==> src/rtl/integer_exp_sequencer.sv <==
// Integer-only exponential sequencer (I-BERT i-exp) for the softmax path.
// Clamps q to <= 0, splits it as q = -z*q_ln2 + p with a bit-serial divider,
// requests poly(p) from integer_polynomial, then shifts the result right by z.
module integer_exp_sequencer #(
  parameter int Q_W    = 32,
  parameter int S_W    = 16,
  parameter int COEF_A = 92,
  parameter int COEF_B = 346,
  parameter int COEF_C = 88
) (
  input  logic           clk,
  input  logic           rst,
  input  logic           in_valid,
  output logic           in_ready,
  input  logic [Q_W-1:0] in_q,
  input  logic [S_W-1:0] in_S,
  input  logic [Q_W-1:0] in_q_ln2,
  output logic           poly_start,
  output logic [Q_W-1:0] poly_q,
  output logic [S_W-1:0] poly_S,
  output logic [Q_W-1:0] poly_a,
  output logic [Q_W-1:0] poly_b,
  output logic [Q_W-1:0] poly_c,
  input  logic           poly_done,
  input  logic [Q_W-1:0] poly_q_out,
  input  logic [S_W-1:0] poly_S_out,
  output logic           out_valid,
  input  logic           out_ready,
  output logic [Q_W-1:0] out_q,
  output logic [S_W-1:0] out_S,
  output logic           out_err
);

  localparam int CNT_W = $clog2(Q_W);
  localparam logic [CNT_W-1:0] CNT_LAST = CNT_W'(Q_W - 1);
  localparam logic [Q_W-1:0]   Z_SAT    = Q_W'(Q_W - 1);

  typedef enum logic [2:0] {
    S_IDLE,
    S_DIV,
    S_REQ,
    S_WAIT,
    S_OUT
  } state_t;

  state_t state, state_next;

  logic [Q_W-1:0]   qc_r;    // clamped operand, always <= 0
  logic [Q_W-1:0]   ln2_r;   // divisor q_ln2 (known > 0 once in DIV)
  logic [Q_W-1:0]   dvd_r;   // dividend bits still to be shifted in
  logic [Q_W-1:0]   rem_r;   // partial remainder, always < divisor
  logic [Q_W-1:0]   z_r;     // quotient z, built MSB first
  logic [CNT_W-1:0] cnt_r;

  logic [Q_W-1:0] q_clamp;
  logic [Q_W-1:0] q_mag;
  logic           ln2_bad;
  logic [Q_W:0]   trial;
  logic [Q_W:0]   diff;
  logic           fits;
  logic [Q_W-1:0] z_step;
  logic [Q_W-1:0] p_final;
  logic [Q_W-1:0] shifted;

  assign poly_a = Q_W'(COEF_A);
  assign poly_b = Q_W'(COEF_B);
  assign poly_c = Q_W'(COEF_C);

  assign in_ready   = (state == S_IDLE);
  assign poly_start = (state == S_REQ);
  assign out_valid  = (state == S_OUT);

  // Operand preparation, one divider step and the final shift, all combinational.
  always_comb begin
    q_clamp = ($signed(in_q) > 0) ? '0 : in_q;
    // qc <= 0, so |qc| = -qc; the unsigned Q_W-bit view also covers qc = -2^(Q_W-1).
    q_mag   = '0 - q_clamp;
    ln2_bad = ($signed(in_q_ln2) <= 0);

    trial   = {rem_r, dvd_r[Q_W-1]};
    diff    = trial - {1'b0, ln2_r};
    fits    = ~diff[Q_W];              // no borrow: trial >= divisor
    z_step  = {z_r[Q_W-2:0], fits};
    // Product deliberately truncated to Q_W bits; result lies in (-q_ln2, 0].
    p_final = qc_r + z_step * ln2_r;

    shifted = (z_r >= Z_SAT) ? '0
                             : Q_W'($signed(poly_q_out) >>> z_r[CNT_W-1:0]);
  end

  // State register.
  always_ff @(posedge clk or posedge rst) begin
    // NOTE: sequential state is updated with non-blocking assignments so every
    // flop samples pre-edge values regardless of block evaluation order.
    if (rst) state <= S_IDLE;
    else     state <= state_next;
  end

  // Next-state logic.
  always_comb begin
    // NOTE: default first, so no path through the case leaves state_next
    // unassigned and infers a latch.
    state_next = state;
    unique case (state)
      S_IDLE: if (in_valid) state_next = ln2_bad ? S_OUT : S_DIV;
      S_DIV:  if (cnt_r == CNT_LAST) state_next = S_REQ;
      S_REQ:  state_next = S_WAIT;
      S_WAIT: if (poly_done) state_next = S_OUT;
      S_OUT:  if (out_ready) state_next = S_IDLE;
      default: state_next = S_IDLE;
    endcase
  end

  // Datapath: operand latch, serial divide, request operands and result capture.
  always_ff @(posedge clk or posedge rst) begin
    // NOTE: working registers are reset too so outputs and the divider never
    // carry X into a transaction after reset; cost is small at this width.
    if (rst) begin
      qc_r    <= '0;
      ln2_r   <= '0;
      dvd_r   <= '0;
      rem_r   <= '0;
      z_r     <= '0;
      cnt_r   <= '0;
      poly_q  <= '0;
      poly_S  <= '0;
      out_q   <= '0;
      out_S   <= '0;
      out_err <= 1'b0;
    end else begin
      unique case (state)
        S_IDLE: begin
          if (in_valid) begin
            qc_r   <= q_clamp;
            ln2_r  <= in_q_ln2;
            dvd_r  <= q_mag;
            rem_r  <= '0;
            z_r    <= '0;
            cnt_r  <= '0;
            poly_S <= in_S;
            if (ln2_bad) begin
              out_q   <= '0;
              out_S   <= '0;
              out_err <= 1'b1;
            end
          end
        end
        S_DIV: begin
          dvd_r <= {dvd_r[Q_W-2:0], 1'b0};
          rem_r <= fits ? diff[Q_W-1:0] : trial[Q_W-1:0];
          z_r   <= z_step;
          cnt_r <= cnt_r + CNT_W'(1);
          if (cnt_r == CNT_LAST) poly_q <= p_final;
        end
        S_WAIT: begin
          if (poly_done) begin
            out_q   <= shifted;
            out_S   <= poly_S_out;
            out_err <= 1'b0;
          end
        end
        default: ;
      endcase
    end
  end

endmodule

==> config.mk <==
export PLATFORM = sky130hd
export DESIGN_NAME = integer_exp_sequencer
export DESIGN_NICKNAME = d
export VERILOG_FILES = /design/src/rtl/integer_exp_sequencer.sv
export SDC_FILE = /design/constraint.sdc
export NUM_CORES = 2
export LEC_CHECK = 0
export ABC_AREA = 0
export CAP_MARGIN = 20
export CORE_UTILIZATION = 45
export CTS_BUF_LIST = sky130_fd_sc_hd__clkbuf_16
export DETAILED_ROUTE_END_ITERATION = 12
export PLACE_DENSITY = 0.66
export SLEW_MARGIN = 20
export SYNTH_ARGS = -nofsm -noshare
export SYNTH_HDL_FRONTEND = slang
export SYNTH_SLANG_ARGS = --single-unit
==> constraint.sdc <==
create_clock -name clk -period 9.5 [get_ports clk]
set_input_delay 0.95 -clock clk [delete_from_list [all_inputs] [get_ports clk]]
set_output_delay 0.95 -clock clk [all_outputs]
set_load 0.02 [all_outputs]
Word-level counts from Yosys, hierarchy flattened
Index checks and enable logic that the tools add are counted.

word-level totals
  flip-flop bits (word level) = 265
  latch bits = 0
  memory bits (writable) = 0
  bits in read-only memories = 0
  bits of input ports = 133
  output and inout bits = 196
  word-level logic and storage cells = 68
  memories = 0

cells by class
  add/subtract/negate cells = 4
  $mul = 1
  divide/modulo/power cells = 0
  order comparisons = 3
  equal/unequal tests = 10
  shifts and indexed selects = 1
  muxes and demuxes = 28
  bitwise logic cells = 1
  reductions and logical operators = 8

operators by type and width
  operator               number
  $mux 32                8
  $pmux 32 s2            4
  $mux 16                3
  $sub 33x32->33         1
  $add 32x32->32         1
  $ge 32x5->1 const B    1
  $gt 32x1->1 const B    1
  $le 32x1->1 const B    1
  $mul 32x32->32         1
  $pmux 16 s2            1
  $sshr 32x5->32         1
  $sub 1x32->32 const A  1
  $mux 3                 5
  $pmux 3 s5             1
  $pmux 5 s2             1
  $reduce_and 4->1       2
  $eq 3x2->1 const B     2
  $ne 2x2->1 const B     3
  $reduce_and 2->1       3
  $add 5x1->5 const B    1
  $eq 5x5->1 const B     1
  $mux 5                 1
  $ne 2x1->1 const B     2
  $reduce_bool 2->1      2
  other kinds (6)        8

Logic depth before layout (Yosys ltp)
  depth in word-level cells = 5
  depth in mapped cells = 37
  gate-level depth less buffers = 35

Worst setup path before layout
OpenSTA, ideal clock, no wires.

  path kind = reg2reg
  from = register ln2_r[0]
  to = register poly_q[31]
  setup time = 0.133 ns
  arrival = 8.206 ns
  data required time = 9.367 ns
  slack = 1.161 ns
  stages on the path, launching flop included = 34
  buffers on the path = 1
  period minus slack after synthesis = 8.339 ns
  cell sequence = dfrtp_1 ha_1 fa_1 nand2b_1 a21oi_1 o221ai_1 o31a_1 o31ai_1 o21a_1 xor2_1 clkbuf_1 nand2_1 fa_1 inv_1 fa_1 fa_1 fa_1 fa_1 ha_1 fa_1 inv_1 fa_1 inv_1 ha_1 a21o_1 a21o_1 a21oi_1 nor3b_1 a31oi_1 a41oi_1 a21oi_1 xnor2_1 xnor2_1 o21ai_0

between the ends
  cells in the longest elaborated chain, start to end = 4

RTL lines
  element                 line  source
  from (decl)             49    logic [Q_W-1:0] ln2_r;
  from (signal assigned)  135   ln2_r <= in_q_ln2;
  $sub 33x32->33          81    diff = trial - {1'b0, ln2_r};
  $not 1->1               82    fits = ~diff[Q_W];
  $mul 32x32->32 *        85    p_final = qc_r + z_step * ln2_r;
  $add 32x32->32 *        85
  to (signal assigned)    153   if (cnt_r == CNT_LAST) poly_q <= p_final;
  to (decl)               19    output logic [Q_W-1:0] poly_q,

Every way passes the cells marked *; elsewhere a longest branch is shown, timed or not.
A chain may end at the register's enable or synchronous reset.

Worst setup path in the final report
  from = register ln2_r[0]
  to = register poly_q[30]

Same word-level chain as after synthesis.

==> impl_metrics.sql <==
INSERT INTO impl_metrics (metric_group, metric, value, unit) VALUES
('route', 'routed_via_density', '5.24', ''),
('sta', 'fmax', '112', 'MHz'),
('setup_path', 'crit-reg2reg-launch', 'ln2_r[0]$_DFFE_PP0P_', ''),
('sta', 'setup_viol_count_final', '0', ''),
('sta', 'period_share', '0.941', ''),
('route', 'drt_drc_violations_left', '0', ''),
('global_routing', 'first_global_vias', '24500', ''),
('logic_synthesis', 'yosysSeqAreaShare', '0.212', ''),
('clock_tree', 'clock_root_buffer', 'sky130_fd_sc_hd__clkbuf_16', ''),
('clock_tree', 'cts.repair_timing.setup_buffer_count', '0', ''),
('clock_tree', 'post_cts_resize_count', '0', ''),
('global_routing', 'grt_first_pass_wirelength', '139000', 'um'),
('route', 'avgRoutedWirePerCell', '18.4', 'um'),
('setup_path', 'critPathMostFrequentCell', 'sky130_fd_sc_hd__fa_1', ''),
('final_layout', 'layout.nets', '4463', ''),
('logic_synthesis', 'postSynth.asyncResetShare', '1.00', ''),
('global_routing', 'grt.overflow.total', '0', ''),
('logic_synthesis', 'edff_count_synth', '0', ''),
('die', 'starting_utilization_of_the_core_area', '0.455', ''),
('route', 'antenna_left', '0', ''),
('setup_path', 'path_max_fanout', '22', ''),
('logic_synthesis', 'syn-cell-area', '31300', 'um2'),
('global_routing', 'pin_count_of_the_biggest_net_entering_global_routing', '159', ''),
('placement', 'hpwl', '66900', 'um'),
('clock_tree', 'insertion_delay_to_the_later_sink_of_the_worst_skew_pair', '0.58', 'ns'),
('route', 'topRoutingLayerUsed', 'met4', ''),
('job', 'max-cap-violations', '0', ''),
('sta', 'timing.slew.headroom', '0.274', ''),
('die', 'die-height', '266', 'um'),
('global_routing', 'track_usage', '0.250', ''),
('clock_tree', 'post_cts_hold_buffer_count', '0', ''),
('sta', 'final_min_period', '8.94', 'ns'),
('route', 'met2_wirelength', '38800', 'um'),
('logic_synthesis', 'yosys.area.top_type_share', '0.281', ''),
('route', 'number_of_detailed_routing_iterations_run_before_antenna_repair', '5', ''),
('setup_path', 'worst-setup-path-type', 'register to register', ''),
('min_path', 'hold_path.startpoint', 'poly_S[13]$_DFFE_PP0P_', ''),
('logic_synthesis', 'ys.flop_type', 'sky130_fd_sc_hd__dfrtp_1', ''),
('logic_synthesis', 'synth_cell_types', '65', ''),
('clock_tree', 'buffers_from_clock_root_to_sink_at_most', '3', ''),
('route', 'drt-total-wl', '86100', 'um'),
('clock_tree', 'numCtsBuffers', '34', ''),
('final_layout', 'antennaDiodeCount', '0', ''),
('setup_path', 'worst_setup_path_end_kind', 'register', ''),
('logic_synthesis', 'syn-instance-count', '3628', ''),
('setup_path', 'worstSetupStartpoint', 'ln2_r[0]$_DFFE_PP0P_', ''),
('route', 'route.layer.met1.wl', '38500', 'um'),
('sta', 'timing.final.hold_violations', '0', ''),
('placement', 'placement.io_buffers', '232', ''),
('logic_synthesis', 'ys_ff_latch', '265', ''),
('sta', 'grt_setup_unrepaired', 'no', ''),
('route', 'route.vias.total', '24600', ''),
('logic_synthesis', 'post_synth_main_area_contributors', 'sky130_fd_sc_hd__fa_1, sky130_fd_sc_hd__dfrtp_1, sky130_fd_sc_hd__nand2_1', ''),
('die', 'pin_count', '329', ''),
('placement', 'gp_routability_congestion', '0.894', ''),
('die', 'core', '68700', 'um2'),
('clock_tree', 'tritoncts', 'done', ''),
('route', 'met3_wirelength', '5890', 'um'),
('status', 'status', 'complete, no violations', ''),
('sta', 'max_slew.worst_pin.slew', '1.08', 'ns'),
('setup_path', 'required', '9.95', 'ns'),
('logic_synthesis', 'syn-mean-instance-area', '8.62', 'um2'),
('clock_tree', 'tritoncts_num_sinks', '265', ''),
('sta', 'finClkSkew', '0.0426', 'ns'),
('logic_synthesis', 'yosysWarnings', '0', ''),
('sta', 'fin_setup_tns', '0', 'ns'),
('sta', 'maxSlewViolCount', '0', ''),
('setup_path', 'cp-start-kind', 'register', ''),
('die', 'die_w', '266', 'um'),
('clock_tree', 'cts.clk_slew.worst_paths', '0.06', 'ns'),
('route', 'drt_iter0_drc', '1826', ''),
('setup_path', 'cell_at_the_slowest_stage_of_the_critical_path', 'sky130_fd_sc_hd__fa_1', ''),
('min_path', 'min-delay-path-class', 'register to register', ''),
('die', 'floorplan.rows', '96', ''),
('final_layout', 'share_of_layout_cells_above_drive_strength_1', '0.0418', ''),
('die', 'die_area', '70500', 'um2'),
('final_layout', 'area_overhead_of_the_layout_relative_to_synthesis', '12.6', '%'),
('global_routing', 'antenna_violations_before_repair', '0', ''),
('setup_path', 'worst_path_largest_cell_delay', '0.53', 'ns'),
('clock_tree', 'cts.htree.levels', '2', ''),
('setup_path', 'cp.arrival', '9.39', 'ns'),
('logic_synthesis', 'largest_area_contributor_in_the_netlist', 'sky130_fd_sc_hd__fa_1', '');
[worst paths after layout]
| kind | end | slack, ns | cells past startpoint |
|---|---|---|---|
| max | poly_q[30]$_DFFE_PP0P_ | 0.56 | 32 |
| min | poly_S[13]$_DFFE_PP0P_ | 0.47 | 2 |
| max reg2reg | poly_q[30]$_DFFE_PP0P_ | 0.56 | 32 |
| min reg2reg | poly_S[13]$_DFFE_PP0P_ | 0.47 | 2 |
| max in group asynchronous | z_r[4]$_DFFE_PP0P_ | 7.11 | 3 |
| min in group asynchronous | z_r[13]$_DFFE_PP0P_ | 0.93 | 2 |
[cells in the mapped netlist (all sizes together) (31+ instances only)]
| library cell | n |
|---|---|
| nor2 | 111 |
| buf | 127 |
| and2 | 107 |
| ha | 159 |
| xor2 | 31 |
| dfrtp | 265 |
| nand3 | 92 |
| fa | 439 |
| clkbuf | 186 |
| o21ai | 259 |
| mux2i | 59 |
| xnor2 | 94 |
| nand2 | 795 |
| a21oi | 91 |
| inv | 514 |
[layer usage]
metal  track usage  up-vias
met1         0.357    12200
met3        0.0399      139
met5             0        -
met2         0.387      843
li1              -    11400
met4        0.0820        0
[cell usage in the layout (no fill, tap or decap), types with 12 or more instances in the layout]
cell,n
sky130_fd_sc_hd__xor2_1,30
sky130_fd_sc_hd__o31ai_1,12
sky130_fd_sc_hd__conb_1,96
sky130_fd_sc_hd__a22oi_1,25
sky130_fd_sc_hd__a211oi_1,19
sky130_fd_sc_hd__mux2_2,14
sky130_fd_sc_hd__nand2_1,793
sky130_fd_sc_hd__fa_1,439
sky130_fd_sc_hd__a21oi_1,91
sky130_fd_sc_hd__dfrtp_1,262
sky130_fd_sc_hd__and2_1,106
sky130_fd_sc_hd__nand2b_1,13
sky130_fd_sc_hd__nor4_1,19
sky130_fd_sc_hd__nand3_1,91
sky130_fd_sc_hd__xnor2_1,94
sky130_fd_sc_hd__a21o_1,24
sky130_fd_sc_hd__clkdlybuf4s50_1,232
sky130_fd_sc_hd__buf_4,54
sky130_fd_sc_hd__mux2i_1,59
sky130_fd_sc_hd__ha_1,159
sky130_fd_sc_hd__nor3_1,26
sky130_fd_sc_hd__inv_1,518
sky130_fd_sc_hd__clkbuf_16,34
sky130_fd_sc_hd__nor2_1,107
sky130_fd_sc_hd__o21ai_0,253
[cell type report]
| type | count | area, um2 |
|---|---|---|
| clock buffers | 34 | 851 |
| clock inverters | 27 | 322 |
| fillers | 6544 | 33500 |
| inverters | 515 | 1940 |
| multi-input cells | 2629 | 21500 |
| flip-flops and latches | 265 | 6640 |
| well taps | 931 | 1160 |
| repair buffers | 287 | 2750 |
[worst max-delay path: cells and delay by family, from the launching register on]
kind / cells / cell delay, ns
buf+inv: 5 / 0.53
fa+ha+maj: 11 / 4.23
xor+xnor: 1 / 0.29
compound gates: 10 / 2.36
simple gates: 5 / 1.04
flops: 1 / 0.38
[registers in the layout (all words and copies together) (netlist names)]
signal   count
cnt_r        5
dvd_r       32
ln2_r       32
out_S       16
out_err      1
out_q       32
poly_S      16
poly_q      32
qc_r        32
rem_r       32
state        3
z_r         32
[cells by family (layout without fill, tap and decap cells)]
logic type               after synthesis  in the layout  synth area share
AND/OR/NAND/NOR                     1221           1221             0.168
other                                  2             96          0.000240
flip-flops                           265            265             0.212
buffers and inverters                828            863             0.112
AO/OA/AOI/OAI                        505            505            0.0956
XOR/XNOR                             125            125            0.0350
multiplexers                          84             84            0.0319
adder cells (fa/ha/maj)              598            598             0.345
[through the flow]
step / worst slack (ns) / hold slack, ns / util / instance area, um2 / std cells
6_report: 0.561 / 0.468 / 0.512 / 35200 / 4688
5_1_grt: 0.126 / 0.497 / 0.512 / 35200 / 4688
4_1_cts: 0.527 / 0.476 / 0.512 / 35200 / 4688
3_5_place_dp: 0.499 / 0.462 / 0.495 / 34000 / 4627
3_3_place_gp: 0.732 / 0.457 / 0.495 / 34000 / 4627
2_1_floorplan: 1.16 / 0.446 / - / 31600 / 3722
Power is not shown: default switching activity piles up to over one toggle a cycle in this logic, so the estimate is an artifact.
